**src/rtl/aes_block_arbiter.sv**
```systemverilog
// Two-channel arbiter in front of a single AES block engine: round-robin issue with message lock,
// and a tag FIFO that steers in-order engine results back to the issuing channel. ARB_STATS_EN adds issue counters.
module aes_block_arbiter #(
    parameter int BLOCK_W   = 128,
    parameter int TAG_DEPTH = 4
) (
    input  logic               clk,
    input  logic               rst,
    input  logic               req0_valid,
    output logic               req0_ready,
    input  logic [BLOCK_W-1:0] req0_block,
    input  logic               req0_last,
    input  logic               req1_valid,
    output logic               req1_ready,
    input  logic [BLOCK_W-1:0] req1_block,
    input  logic               req1_last,
    output logic               eng_in_valid,
    input  logic               eng_in_ready,
    output logic [BLOCK_W-1:0] eng_in_block,
    input  logic               eng_out_valid,
    output logic               eng_out_ready,
    input  logic [BLOCK_W-1:0] eng_out_block,
    output logic               rsp0_valid,
    input  logic               rsp0_ready,
    output logic [BLOCK_W-1:0] rsp0_block,
    output logic               rsp1_valid,
    input  logic               rsp1_ready,
    output logic [BLOCK_W-1:0] rsp1_block,
    output logic               busy
`ifdef ARB_STATS_EN
    ,
    output logic [31:0]        stat_issue0,
    output logic [31:0]        stat_issue1
`endif
);
    localparam int PTR_W = (TAG_DEPTH > 1) ? $clog2(TAG_DEPTH) : 1;
    localparam int CNT_W = PTR_W + 1;

    typedef enum logic [1:0] {ST_IDLE, ST_LOCK0, ST_LOCK1} state_t;

    state_t               state_q, state_d;
    logic                 prio_q, prio_d;
    logic [TAG_DEPTH-1:0] tag_mem_q, tag_mem_d;
    logic [PTR_W-1:0]     wr_ptr_q, wr_ptr_d;
    logic [PTR_W-1:0]     rd_ptr_q, rd_ptr_d;
    logic [CNT_W-1:0]     cnt_q, cnt_d;

    logic tag_full, tag_empty;
    logic sel, sel_valid, sel_last;
    logic issue, pop, head;

    // A held lock restricts selection to the owning channel until its last block issues.
    always_comb begin
        sel       = 1'b0;
        sel_valid = 1'b0;
        case (state_q)
            ST_LOCK0: begin
                sel       = 1'b0;
                sel_valid = req0_valid;
            end
            ST_LOCK1: begin
                sel       = 1'b1;
                sel_valid = req1_valid;
            end
            default: begin
                sel       = (req0_valid & req1_valid) ? prio_q : req1_valid;
                sel_valid = req0_valid | req1_valid;
            end
        endcase
    end

    assign tag_full  = (cnt_q == CNT_W'(TAG_DEPTH));
    assign tag_empty = (cnt_q == '0);
    assign sel_last  = sel ? req1_last : req0_last;

    assign eng_in_valid = sel_valid & ~tag_full & ~rst;
    assign eng_in_block = sel ? req1_block : req0_block;
    assign req0_ready   = ~sel & eng_in_ready & ~tag_full & ~rst;
    assign req1_ready   =  sel & eng_in_ready & ~tag_full & ~rst;
    assign issue        = eng_in_valid & eng_in_ready;

    // Results come back in issue order, so the FIFO head names the owner of the current result.
    assign head          = tag_mem_q[rd_ptr_q];
    assign eng_out_ready = ~tag_empty & (head ? rsp1_ready : rsp0_ready) & ~rst;
    assign rsp0_valid    = eng_out_valid & ~tag_empty & ~head & ~rst;
    assign rsp1_valid    = eng_out_valid & ~tag_empty &  head & ~rst;
    assign rsp0_block    = eng_out_block;
    assign rsp1_block    = eng_out_block;
    assign pop           = eng_out_valid & eng_out_ready;

    assign busy = (state_q != ST_IDLE) | ~tag_empty;

    always_comb begin
        state_d = state_q;
        prio_d  = prio_q;
        if (issue) begin
            if (sel_last) begin
                state_d = ST_IDLE;
                prio_d  = ~sel;
            end else begin
                state_d = sel ? ST_LOCK1 : ST_LOCK0;
            end
        end
    end

    always_comb begin
        tag_mem_d = tag_mem_q;
        wr_ptr_d  = wr_ptr_q;
        rd_ptr_d  = rd_ptr_q;
        if (issue) begin
            tag_mem_d[wr_ptr_q] = sel;
            wr_ptr_d            = wr_ptr_q + PTR_W'(1);
        end
        if (pop) begin
            rd_ptr_d = rd_ptr_q + PTR_W'(1);
        end
        cnt_d = cnt_q + CNT_W'(issue) - CNT_W'(pop);
    end

    always_ff @(posedge clk or posedge rst) begin
        if (rst) begin
            state_q   <= ST_IDLE;
            prio_q    <= 1'b0;
            tag_mem_q <= '0;
            wr_ptr_q  <= '0;
            rd_ptr_q  <= '0;
            cnt_q     <= '0;
        end else begin
            state_q   <= state_d;
            prio_q    <= prio_d;
            tag_mem_q <= tag_mem_d;
            wr_ptr_q  <= wr_ptr_d;
            rd_ptr_q  <= rd_ptr_d;
            cnt_q     <= cnt_d;
        end
    end

`ifdef ARB_STATS_EN
    logic [31:0] stat0_q, stat0_d;
    logic [31:0] stat1_q, stat1_d;

    function automatic logic [31:0] sat_inc(input logic [31:0] v);
        return (v == '1) ? v : v + 32'd1;
    endfunction

    always_comb begin
        stat0_d = stat0_q;
        stat1_d = stat1_q;
        if (issue && !sel) stat0_d = sat_inc(stat0_q);
        if (issue &&  sel) stat1_d = sat_inc(stat1_q);
    end

    always_ff @(posedge clk or posedge rst) begin
        if (rst) begin
            stat0_q <= '0;
            stat1_q <= '0;
        end else begin
            stat0_q <= stat0_d;
            stat1_q <= stat1_d;
        end
    end

    assign stat_issue0 = stat0_q;
    assign stat_issue1 = stat1_q;
`endif

endmodule

```
**config.mk**
```make
export PLATFORM = sky130hd
export DESIGN_NAME = aes_block_arbiter
export DESIGN_NICKNAME = d
export VERILOG_FILES = /design/src/rtl/aes_block_arbiter.sv
export SDC_FILE = /design/constraint.sdc
export NUM_CORES = 1
export LEC_CHECK = 0
export ABC_AREA = 1
export BUFFER_PORTS_ARGS = -buffer_cell sky130_fd_sc_hd__buf_2
export CAP_MARGIN = 5
export CORE_AREA = 2 2 302 304
export DETAILED_ROUTE_END_ITERATION = 6
export DIE_AREA = 0 0 304 306
export GPL_TIMING_DRIVEN = 0
export PLACE_DENSITY_LB_ADDON = 0.1
export SYNTH_ARGS = -nofsm -noshare
export SYNTH_HDL_FRONTEND = slang
export SYNTH_SLANG_ARGS = --single-unit
```
**constraint.sdc**
```tcl
create_clock -name clk -period 2.35 [get_ports clk]
set_input_delay 0.3525 -clock clk [delete_from_list [all_inputs] [get_ports clk]]
set_output_delay 0.3525 -clock clk [all_outputs]
set_load 0.1 [all_outputs]
```
==> metrics.txt <==
status=complete, but fails checks; failing checks=setup timing; first-pass GRT wire length=51240 µm; cell area after layout=0.01354 mm²; Seq/Total Area, Yosys=7.778%; Yosys warning total=0; RSZ-0062 raised after global routing=true; antenna violations before repair=9; vias in the first global route=7575; Die Y=306 µm; crit path DAT=2.17 ns; Power Dens Cells=1768 mW/mm²; number of fill cells=10.25k; Leakage Power=7.211 nW; clk sinks=14; total gr overflow=0; crit path kind=reg2out; CP Launch Type=flip-flop; Reg2Reg Setup Slack=0.07 ns; cts bufs inserted=3; Mapped Cells=792; maximum VDD drop=1.126 mV; layout cells sized above 1=82.83%; most common cell after layout, fill and taps aside=buf_2; largest stage delay on the critical path=0.40 ns; I/O pin count=785; Slew Viols, Final=0; post-route setup TNS=-12.65 ns; hold violation total from the final report=0; num rows=110; min-delay worst type=in2async; Seq cells post-synth=14; final setup violation count=125; TritonRoute pass-1 iters=4; Crit Path Max Fanout=5; DP Area=0.009280 mm²; clk buf depth=2; crit path max-delay cell type=dfrtp_1; dpl hpwl=32050 µm; Die W=304 µm; layout net count=1902; Yosys cell types=19; Relative slew margins=61.54%; Final min period=2.519 ns; synthesized netlist net count=1196; crit-path cells=inv_2, ha_4, nand2_4, nand3_4, nand2_8, buf_12, buf_16, buf_16, buf_12, nand2_4, nand2_4, buf_12; Port Buf Inserts=656; # DRC=0; Vias=7243; leading cell types in the layout, fill and taps excluded=buf_2, buf_4, nand2_1; CTS clk-pin slew, worst paths=0.05 ns; Area Overhead vs Synth=200.6%; Antenna Nets Post-Route=0; CTS tree=built; largest net degree at the start of global routing=16; Syn Std Cell Area=0.004504 mm²; initial core utilization=5.027%; core box area=0.08960 mm²; DR iter-0 viols=117; post-layout util=15.11%; final worst slack=-0.1692 ns; Final Cycle Share=107.2%; die area=0.09302 mm²; MaxCap Viol Count=0; fmax=0.3970 GHz; worst reg2reg endpoint=cnt_q[2]; Root Buffer=clkbuf_16; clock latency at the later pin of the worst-skew pair=0.24 ns; reg2reg path depth=12; Multi-input gate area=0.003227 mm²; Mean Syn Cell Area=5.687 µm²; worst reg2reg startpoint=state_q[1]; CP required=2.00 ns; Setup Skew=0.001661 ns; GRT Total Usage=7.554%; H-tree level count=1; WL/cell=14.10 µm; Final GP Congestion=0.7834; Routed WL=37750 µm; worst slew pin tran=0.5809 ns; vias per cell=2.706; Critical Path Sink Type=output port; FF/Latch Area=350.3 µm²
cells by family (layout without fill, tap and decap cells):
| group | count (synthesis) | count (layout) | share of synthesized area [%] |
|---|---|---|---|
| compound gates | 8 | 8 | 0.8887 |
| xor+xnor | 4 | 4 | 0.7779 |
| fa+ha+maj | 10 | 10 | 2.945 |
| buf+inv | 309 | 1014 | 49.44 |
| flops | 14 | 14 | 7.778 |
| other cells | 0 | 4 | 0 |
| simple gates | 447 | 447 | 38.17 |
cells in the mapped netlist, drive strengths merged:
cell type	instances	area share, %
nand2	422	35
buf	284	47
inv	25	2.1
nand3	15	1.9
dfrtp	14	7.8
ha	9	2.5
nor2	9	0.92
o21ai	7	0.78
xor2	3	0.58
a21oi	1	0.11
fa	1	0.44
nand4	1	0.14
xnor2	1	0.19
sequential cells by signal (all words and copies together), names as in the netlist:
name / flops
state_q: 2
prio_q: 1
wr_ptr_q: 2
rd_ptr_q: 2
cnt_q: 3
tag_mem_q: 4
metrics by stage:
stage | hold slack [ns] | total power [mW] | setup WS, ns | std cells
after global placement | 0.4735 | 16.14 | -0.7280 | 2624
after CTS | 0.2653 | 24.04 | -0.2342 | 2673
final | 0.2590 | 23.94 | -0.1692 | 2677
after detailed placement | 0.4793 | 16.04 | -0.7491 | 2624
after global routing | 0.2930 | 24.96 | -0.2795 | 2677
after floorplan | 0.2736 | 12.96 | -0.01535 | 792
worst max path at each step:
stage,from,endpoint,slack [ns],cells after the start
floorplan,rst,cnt_q[2],-0.02,9
global placement,state_q[0],eng_in_block[107],-0.73,10
detailed placement,state_q[0],eng_in_block[107],-0.75,10
CTS,state_q[1],eng_in_block[84],-0.23,11
global route,state_q[0],eng_in_block[21],-0.28,12
finish,state_q[0],eng_in_block[118],-0.17,12
power by group:
| group | leakage [nW] | switching (mW) | internal (mW) |
|---|---|---|---|
| registers | 0.175 | 0.104 | 0.363 |
| logic | 6.99 | 15.2 | 7.94 |
| clock network | 0.0442 | 0.102 | 0.258 |
critical path, delay by kind of cell (launching register included):
| kind | cells | cell delay (ns) |
|---|---|---|
| AND/OR/NAND/NOR | 5 | 0.42 |
| adder cells (fa/ha/maj) | 1 | 0.23 |
| flip-flops | 1 | 0.40 |
| buffers and inverters | 6 | 0.85 |
layout make-up:
class	count	area share, %
antenna	4	0.07394
buffer	280	17.38
clock buffer	4	0.6562
inverter	25	0.9150
multi-input combinational	469	23.84
sequential	14	2.588
tap	1176	10.87
timing repair buffer	705	43.69
repair_timing:
action,in CTS,in global routing
setup endpoints to repair,134,133
gates resized for setup,853,107
gates cloned,13,0
buffers inserted,33,8
pin swaps,60,26
hold buffers,0,0
per-layer routing:
layer  track usage [%]  wire, µm  up-vias
li1                  -         -     3524
met1             7.273     12160     3215
met2             15.31     21300      460
met3             2.253      3284       36
met4             2.025       944        8
met5                 0        61        -
(Power assumes the default switching activity.)
